$ cat config.mk
export PLATFORM = sky130hd
export DESIGN_NAME = gpr_file_mp_flat
export DESIGN_NICKNAME = d
export VERILOG_FILES = /design/src/rtl/gpr_pkg.sv /design/src/rtl/gpr_file_mp_if.sv /design/src/rtl/gpr_scoreboard.sv /design/src/rtl/gpr_file_mp.sv /design/src/flat_wrapper.sv
export SDC_FILE = /design/constraint.sdc
export NUM_CORES = 2
export LEC_CHECK = 0
export ABC_AREA = 1
export CAP_MARGIN = 20
export CORE_ASPECT_RATIO = 0.6
export CORE_UTILIZATION = 25
export DETAILED_ROUTE_END_ITERATION = 6
export PLACE_DENSITY_LB_ADDON = 0.2
export SYNTH_ARGS = -nofsm -noshare
export SYNTH_HDL_FRONTEND = slang
export SYNTH_HIERARCHICAL = 1
export SYNTH_SLANG_ARGS = --single-unit
$ cat constraint.sdc
create_clock -name Clk -period 8.3 [get_ports Clk]
set_input_delay 2.49 -clock Clk [delete_from_list [all_inputs] [get_ports Clk]]
set_output_delay 2.49 -clock Clk [all_outputs]
set_load 0.02 [all_outputs]
$ cat src/rtl/gpr_pkg.sv
// -----------------------------------------------------------------------------
// gpr_pkg
//   Shared constants and helpers for the multi-port general-purpose register
//   file (gpr_file_mp) and its pending-write scoreboard.
//   Contents:
//     GPR_ZERO          address of the hardwired-zero register
//     GPR_DW_DEFAULT    default data width
//     GPR_NREG_DEFAULT  default register count
//     gpr_aw()          address width for a given register count
// -----------------------------------------------------------------------------
package gpr_pkg;

   localparam int GPR_ZERO         = 0;
   localparam int GPR_DW_DEFAULT   = 32;
   localparam int GPR_NREG_DEFAULT = 32;

   // Address width for nreg registers; a two-entry file still needs one bit.
   function automatic int gpr_aw(input int nreg);
      return (nreg <= 2) ? 1 : $clog2(nreg);
   endfunction

endpackage : gpr_pkg

$ cat src/rtl/gpr_file_mp_if.sv
// -----------------------------------------------------------------------------
// gpr_file_mp_if
//   Bundles the read, write and issue signals of the multi-port register file.
//   The master side (decode / writeback) drives addresses, write data and the
//   issue strobe; the slave side (the register file) returns read data, the
//   per-read-port Busy flags and the write-conflict flag.
//   Signals:
//     RA          NR*AW  read addresses, port i at [i*AW +: AW]
//     RD          NR*DW  read data, port i at [i*DW +: DW]
//     WE          NW     write enable per write port
//     WA          NW*AW  write addresses
//     WD          NW*DW  write data
//     Issue_V     1      an instruction writing Issue_A issues this cycle
//     Issue_A     AW     destination register of the issued instruction
//     Busy        NR     read port source has an outstanding write
//     Wr_Conflict 1      two enabled write ports share a nonzero address
// -----------------------------------------------------------------------------
interface gpr_file_mp_if
   import gpr_pkg::*;
#(
   parameter int DW   = GPR_DW_DEFAULT,
   parameter int NREG = GPR_NREG_DEFAULT,
   parameter int NR   = 2,
   parameter int NW   = 1,
   parameter int AW   = gpr_aw(NREG)
);

   logic [NR*AW-1:0] RA;
   logic [NR*DW-1:0] RD;
   logic [NW-1:0]    WE;
   logic [NW*AW-1:0] WA;
   logic [NW*DW-1:0] WD;
   logic             Issue_V;
   logic [AW-1:0]    Issue_A;
   logic [NR-1:0]    Busy;
   logic             Wr_Conflict;

   modport master (
      output RA, WE, WA, WD, Issue_V, Issue_A,
      input  RD, Busy, Wr_Conflict
   );

   modport slave (
      input  RA, WE, WA, WD, Issue_V, Issue_A,
      output RD, Busy, Wr_Conflict
   );

endinterface : gpr_file_mp_if

$ cat src/rtl/gpr_scoreboard.sv
// -----------------------------------------------------------------------------
// gpr_scoreboard
//   One pending bit per nonzero register. A bit is set when an instruction
//   targeting that register issues and cleared when any write port writes it
//   back; a same-cycle issue wins over the writeback so the newer producer is
//   still tracked. Busy tells the stall unit that a read port's source is not
//   yet available (unless the value is being bypassed this very cycle).
//   Ports:
//     Clk          clock
//     Rst          synchronous active-high reset (clears every pending bit)
//     ra_i         NR*AW  read addresses
//     we_i         NW     write enables
//     wa_i         NW*AW  write addresses
//     issue_v_i    1      issue strobe
//     issue_a_i    AW     issue destination
//     busy_o       NR     per read port hazard flag
// -----------------------------------------------------------------------------
module gpr_scoreboard
   import gpr_pkg::*;
#(
   parameter int NREG   = GPR_NREG_DEFAULT,
   parameter int NR     = 2,
   parameter int NW     = 1,
   parameter int BYPASS = 1,
   parameter int AW     = gpr_aw(NREG)
) (
   input  logic             Clk,
   input  logic             Rst,
   input  logic [NR*AW-1:0] ra_i,
   input  logic [NW-1:0]    we_i,
   input  logic [NW*AW-1:0] wa_i,
   input  logic             issue_v_i,
   input  logic [AW-1:0]    issue_a_i,
   output logic [NR-1:0]    busy_o
);

   logic [NREG-1:1] pend_q;
   logic [NREG-1:1] pend_d;
   logic [NREG-1:0] pend_full;

   // Register 0 has no pending bit; padding a constant zero lets the read
   // address index the vector directly.
   assign pend_full = {pend_q, 1'b0};

   // NOTE: combinational blocks assign a default to every output first, so no
   // path leaves a value unassigned and no latch is inferred.
   always_comb begin
      pend_d = pend_q;
      for (int r = 1; r < NREG; r++) begin
         for (int j = 0; j < NW; j++) begin
            if (we_i[j] && wa_i[j*AW +: AW] == AW'(r)) begin
               pend_d[r] = 1'b0;
            end
         end
         // Evaluated after the clear so a same-cycle issue keeps the bit set.
         if (issue_v_i && issue_a_i == AW'(r)) begin
            pend_d[r] = 1'b1;
         end
      end
   end

   // NOTE: sequential state is updated with non-blocking assignments only, so
   // every flop samples pre-edge values regardless of statement order.
   always_ff @(posedge Clk) begin
      if (Rst) begin
         pend_q <= '0;
      end else begin
         pend_q <= pend_d;
      end
   end

   always_comb begin
      busy_o = '0;
      for (int i = 0; i < NR; i++) begin
         logic          hit;
         logic [AW-1:0] ra;
         ra  = ra_i[i*AW +: AW];
         hit = 1'b0;
         for (int j = 0; j < NW; j++) begin
            if (we_i[j] && wa_i[j*AW +: AW] == ra) begin
               hit = 1'b1;
            end
         end
         if (ra != AW'(GPR_ZERO)) begin
            busy_o[i] = pend_full[ra] & ~((BYPASS != 0) & hit);
         end
      end
   end

endmodule : gpr_scoreboard

$ cat src/rtl/gpr_file_mp.sv
// -----------------------------------------------------------------------------
// gpr_file_mp
//   Multi-port general-purpose register file: NR combinational read ports,
//   NW write ports committing on the rising clock edge, optional same-cycle
//   write-to-read bypass, and a pending-write scoreboard for hazard detection.
//   Register 0 always reads zero and ignores writes. When several enabled
//   write ports target the same register the highest port index wins and
//   Wr_Conflict is raised for that cycle.
//   Ports:
//     Clk   clock, all state updates on posedge
//     Rst   synchronous active-high reset (registers and pending bits cleared)
//     bus   gpr_file_mp_if slave: RA/RD, WE/WA/WD, Issue_V/Issue_A,
//           Busy, Wr_Conflict
// -----------------------------------------------------------------------------
module gpr_file_mp
   import gpr_pkg::*;
#(
   parameter int DW     = GPR_DW_DEFAULT,
   parameter int NREG   = GPR_NREG_DEFAULT,
   parameter int NR     = 2,
   parameter int NW     = 1,
   parameter int BYPASS = 1,
   // Derived from NREG; leave at its default.
   parameter int AW     = gpr_aw(NREG)
) (
   input  logic          Clk,
   input  logic          Rst,
   gpr_file_mp_if.slave  bus
);

   logic [AW-1:0] ra [NR];
   logic [AW-1:0] wa [NW];
   logic [DW-1:0] wd [NW];

   logic [DW-1:0] regs_q [NREG-1:1];
   logic [DW-1:0] regs_d [NREG-1:1];

   logic [NR*DW-1:0] rd_flat;
   logic             conflict;

   // Split the flat interface vectors into per-port fields.
   always_comb begin
      for (int i = 0; i < NR; i++) begin
         ra[i] = bus.RA[i*AW +: AW];
      end
      for (int j = 0; j < NW; j++) begin
         wa[j] = bus.WA[j*AW +: AW];
         wd[j] = bus.WD[j*DW +: DW];
      end
   end

   // Write ports are scanned in ascending order so the highest enabled port
   // targeting a register supplies its next value. Register 0 has no storage,
   // which is what makes writes to it disappear.
   always_comb begin
      for (int r = 1; r < NREG; r++) begin
         regs_d[r] = regs_q[r];
         for (int j = 0; j < NW; j++) begin
            if (bus.WE[j] && wa[j] == AW'(r)) begin
               regs_d[r] = wd[j];
            end
         end
      end
   end

   // NOTE: the storage is a flop array rather than a RAM macro, so clearing
   // every entry on reset is legal here; a RAM-based file could not do this.
   always_ff @(posedge Clk) begin
      if (Rst) begin
         for (int r = 1; r < NREG; r++) begin
            regs_q[r] <= '0;
         end
      end else begin
         regs_q <= regs_d;
      end
   end

   // Read muxes: zero register first, then array, then (optionally) the
   // highest-indexed write port hitting the same address.
   always_comb begin
      rd_flat = '0;
      for (int i = 0; i < NR; i++) begin
         logic [DW-1:0] val;
         val = '0;
         if (ra[i] != AW'(GPR_ZERO)) begin
            val = regs_q[ra[i]];
            if (BYPASS != 0) begin
               for (int j = 0; j < NW; j++) begin
                  if (bus.WE[j] && wa[j] == ra[i]) begin
                     val = wd[j];
                  end
               end
            end
         end
         rd_flat[i*DW +: DW] = val;
      end
   end

   // Pairwise compare of enabled write ports; writes to register 0 never
   // conflict because they are discarded anyway.
   always_comb begin
      conflict = 1'b0;
      for (int j = 0; j < NW; j++) begin
         for (int k = j + 1; k < NW; k++) begin
            if (bus.WE[j] && bus.WE[k] && wa[j] == wa[k] &&
                wa[j] != AW'(GPR_ZERO)) begin
               conflict = 1'b1;
            end
         end
      end
   end

   assign bus.RD          = rd_flat;
   assign bus.Wr_Conflict = conflict;

   gpr_scoreboard #(
      .NREG   (NREG),
      .NR     (NR),
      .NW     (NW),
      .BYPASS (BYPASS),
      .AW     (AW)
   ) u_scoreboard (
      .Clk       (Clk),
      .Rst       (Rst),
      .ra_i      (bus.RA),
      .we_i      (bus.WE),
      .wa_i      (bus.WA),
      .issue_v_i (bus.Issue_V),
      .issue_a_i (bus.Issue_A),
      .busy_o    (bus.Busy)
   );

endmodule : gpr_file_mp
$ cat src/flat_wrapper.sv
// flat-port wrapper written by rule: the top's interface ports become plain ports
module gpr_file_mp_flat import gpr_pkg::*;
#(
   parameter int DW     = GPR_DW_DEFAULT,
   parameter int NREG   = GPR_NREG_DEFAULT,
   parameter int NR     = 2,
   parameter int NW     = 1,
   parameter int BYPASS = 1,
                                              
   parameter int AW     = gpr_aw(NREG)
)
  (Clk, Rst, bus_RA, bus_WE, bus_WA, bus_WD, bus_Issue_V, bus_Issue_A, bus_RD, bus_Busy, bus_Wr_Conflict);
  gpr_file_mp_if #(.DW(DW), .NREG(NREG), .NR(NR), .NW(NW), .AW(AW)) bus_i ();
  input  logic Clk;
  input  logic Rst;
  input wire logic [$bits(bus_i.RA)-1:0] bus_RA;
  input wire logic [$bits(bus_i.WE)-1:0] bus_WE;
  input wire logic [$bits(bus_i.WA)-1:0] bus_WA;
  input wire logic [$bits(bus_i.WD)-1:0] bus_WD;
  input wire logic [$bits(bus_i.Issue_V)-1:0] bus_Issue_V;
  input wire logic [$bits(bus_i.Issue_A)-1:0] bus_Issue_A;
  output wire logic [$bits(bus_i.RD)-1:0] bus_RD;
  output wire logic [$bits(bus_i.Busy)-1:0] bus_Busy;
  output wire logic [$bits(bus_i.Wr_Conflict)-1:0] bus_Wr_Conflict;
  assign bus_i.RA = bus_RA;
  assign bus_i.WE = bus_WE;
  assign bus_i.WA = bus_WA;
  assign bus_i.WD = bus_WD;
  assign bus_i.Issue_V = bus_Issue_V;
  assign bus_i.Issue_A = bus_Issue_A;
  assign bus_RD = bus_i.RD;
  assign bus_Busy = bus_i.Busy;
  assign bus_Wr_Conflict = bus_i.Wr_Conflict;
  gpr_file_mp #(.DW(DW), .NREG(NREG), .NR(NR), .NW(NW), .BYPASS(BYPASS), .AW(AW)) u_core (.Clk(Clk), .Rst(Rst), .bus(bus_i));
endmodule
==> metrics.md <==
| Metric | Value |
|---|---|
| Status | `finished clean` |
| Initial detailed-routing violation count | `about 8200` |
| Total congestion overflow | `0` |
| Maximum clock rate | `0.125 GHz` |
| #FFs+latches synth | `1023` |
| Crit share post-route | `around 96%` |
| Sw Share | `30.9%` |
| Clock Tree Buf Depth | `3` |
| Top-Level Pins | `about 120` |
| Worst vdd ir | `183 uV` |
| Worst setup path endpoint | `bus_RD[55]` |
| DR DRC count | `0` |
| Final WL | `a little over 300000 um` |
| Clock Latency Late Sink | `approximately 0.76 ns` |
| Ys Warns | `6` |
| Avg WL per Cell | `around 26 um` |
| H-tree Lvls | `3` |
| Synth unique cells | `31` |
| Largest stage delay, worst path | `roughly 0.7 ns` |
| Wire length of the first global-routing pass | `roughly 430000 um` |
| CP Data Required Time | `between 5 and 6 ns` |
| Vias in the first global route | `57000` |
| Max-Cap Viols | `0` |
| Critical Path Fanout Max | `31` |
| CP Launch Type | `input port` |
| Post-layout util | `between 20% and 30%` |
| Die ar. | `232000 um^2` |
| Initial antenna violation count | `6` |
| Data arrival time of the worst path | `~5.5 ns` |
| Routed Antenna Nets | `0` |
| Syn Nets | `~9000` |
| Leakage Power | `about 25 nW` |
| Root Driver | `clkbuf_16` |
| Worst Setup SP | `bus_WA[4]` |
| Cells on worst reg2reg path | `2` |
| Commonest non-fill, non-tap cell in the layout | `nand2_1` |
| Die width | `around 620 um` |
| 1st-pass router iterations | `6` |
| Final HPWL DP | `roughly 180000 um` |
| Internal cell power | `8.54 mW` |
| Seq/Total Area, Yosys | `roughly 36%` |
| Minimum clock period | `7.97 ns` |
| Critical path type | `input port to output port` |
| Via count | `63000` |
| Starting density of the core | `25.1%` |
| Compound-Gate Fraction of Synth Area | `a little under a quarter` |
| Via density | `5.38` |
| Clock sinks | `~1000` |
| Pwr per Cell Area | `~190 nW/um^2` |
| Post-Synth Simple-Gate Area | `between 20 and 30%` |
| # fillers | `around 25000` |
| Post-DP Area | `61800 um^2` |
| Largest family of logic cells by synthesized area | `simple AND/OR/NAND/NOR gates` |
| CP endpoint kind | `output port` |
| Adder-Cell Fraction of Synth Area | `0%` |
| Flop pwr share | `about two fifths` |
| IO buf count | `between 100 and 150` |
| Worst R2R Start | `u_core/regs_q[934]` |
| Most frequent cells in the layout | `nand2_1 (1944), nor2_1 (1140), dfxtp_1 (1023)` |
| Total power | `around 12 mW` |
| R2R Setup Slk | `7.51 ns` |
| Cts hold-fix bufs | `0` |
| GP Congestion | `0.876` |
| Unrepaired setup endpoints after global routing | `false` |
| P_sw | `around 3.8 mW` |
| DIE HEIGHT | `roughly 370 um` |
| Delay-heaviest family, CP | `buffers and inverters` |
| GRT Overall Usage | `25.3%` |
| Clock skew | `0 ns` |
| Final hold vios | `0` |
| CP Depth | `8` |
| Multiplexer area fraction after synthesis | `0%` |
| Finished Cell Area | `65700 um^2` |
| CTS tree | `yes` |
| Worst relative slew slack | `between 20% and 30%` |
| Cells after Synth | `between 8000 and 9000` |
| Post-layout net count | `roughly 8600` |
| Gate power share | `between 15 and 20%` |
| Setup TNS Final | `0 ns` |
| Worst reg2reg endpoint | `u_core/regs_q[934]` |
| Final slew viol count | `0` |
| Layout area overhead | `14.1%` |
| Hold crit path type | `flip-flop to flip-flop` |
| Clock buffer count from CTS | `between 100 and 150` |
| Synth Cell Area | `between 50000 and 60000 um^2` |
| PostCTS Resize Cnt | `0` |
| Largest net degree at the start of global routing | `between 150 and 200` |
| Slew @ Worst Pin | `approximately 1.2 ns` |
| Rows | `136` |
| Critical path, cell by cell | `clkdlybuf4s50_1, inv_1, o21ai_0, a21oi_1, nand3_4, buf_12, a21oi_1, clkdlybuf4s50_1` |
| Clock power frac | `~44%` |
| Crit path max-delay cell type | `clkdlybuf4s50_1` |
| Final setup fails | `0` |
| Clk slew on worst S/H paths | `roughly 0.06 ns` |
| Placeable Area | `between 200000 and 250000 um^2` |
| Post-CTS Setup Inserts | `0` |
| Syn Area/Cell | `6.42 um^2` |
| Hold slack | `between 0.4 and 0.5 ns` |
| Buf/Inv on CP | `4` |
| Xor/xnor share of the synthesized area | `0%` |
| Share of cells above drive strength 1 | `under 10%` |
registers in the layout (all words and copies together) (netlist names):
name	count
u_core/regs_q	992
u_core/u_scoreboard/pend_q	31
Yosys cell counts:
cell | instances | area [um^2]
nand2_1 | 1969 | 7390
nor2_1 | 1145 | 4300
dfxtp_1 | 1023 | 20500
nand3_1 | 904 | 4520
inv_1 | 848 | 3180
a211oi_1 | 776 | 5830
a21oi_1 | 614 | 3070
clkbuf_1 | 467 | 1750
o211ai_1 | 334 | 2510
o21ai_0 | 321 | 1610
buf_2 | 245 | 1230
buf_1 | 129 | 484
nand4_1 | 81 | 507
a31oi_1 | 23 | 144
inv_2 | 15 | 56.3
buf_4 | 10 | 75.1
o22ai_1 | 10 | 62.6
clkbuf_2 | 9 | 45.0
nand2_2 | 6 | 37.5
nor2_2 | 6 | 37.5
buf_6 | 5 | 56.3
nand3_2 | 4 | 40.0
nor2_4 | 4 | 45.0
inv_4 | 3 | 18.8
or2_2 | 3 | 18.8
buf_8 | 2 | 30.0
clkinv_1 | 2 | 7.51
conb_1 | 1 | 3.75
nor3_1 | 1 | 5.00
o21ai_1 | 1 | 5.00
or2_1 | 1 | 6.26
cell families after synthesis:
| family | after synthesis |
|---|---|
| simple gates | 4124 |
| buf+inv | 1735 |
| other cells | 1 |
| flops | 1023 |
| compound gates | 2079 |
tightest hold or removal path, cell delays in order (launching register included):
cell	delay (ns)
dfxtp_1	0.32
nand2_1	0.06
a21oi_1	0.05
how the worst min path moves through the flow:
stage | slack, ns | to | from | cells past startpoint
after floorplan | 0.44 | u_core/regs_q[292] | u_core/regs_q[292] | 2
after global placement | 0.46 | u_core/regs_q[302] | u_core/regs_q[302] | 2
after detailed placement | 0.46 | u_core/regs_q[302] | u_core/regs_q[302] | 2
after CTS | 0.48 | u_core/regs_q[302] | u_core/regs_q[302] | 2
after global routing | 0.49 | u_core/regs_q[242] | u_core/regs_q[242] | 2
final | 0.48 | u_core/regs_q[874] | u_core/regs_q[874] | 2
layout make-up:
class                           count  area [um^2]  share of cell area [%]
Multi-Input combinational cell   6204        30400                    46.3
Sequential cell                  1023        20500                    31.2
Tap cell                         3036         3800                    5.79
Timing Repair Buffer              365         3790                    5.78
Inverter                          868         3300                    5.03
Clock buffer                      163         3280                    4.99
Clock inverter                     44          569                   0.867
Antenna cell                        2         5.00                 0.00762
power by group through the flow:
stage | clock (mW) | combinational, mW | sequential [mW]
floorplan | 0 | 0.993 | 5.10
global placement | 0 | 1.86 | 5.10
detailed placement | 0 | 1.86 | 5.10
CTS | 5.53 | 1.86 | 4.99
global route | 5.71 | 1.99 | 5.00
finish | 5.45 | 1.90 | 5.00
stage by stage:
step / setup WS [ns] / std cells
2_1_floorplan: 1.93 / 8962
3_3_place_gp: 0.383 / 11500
3_5_place_dp: 0.353 / 11500
4_1_cts: 0.346 / 11700
5_1_grt: 0.309 / 11700
6_report: 0.329 / 11700
layer usage:
metal | up-vias | track usage [%] | routed length [um]
met5 | - | 0 | 13
met1 | 29900 | 35.9 | 137000
met2 | 3416 | 37.7 | 127000
met4 | 2 | 10.0 | 14000
li1 | 29100 | - | -
met3 | 564 | 4.24 | 28200
Power figures use the tool's default switching activity.
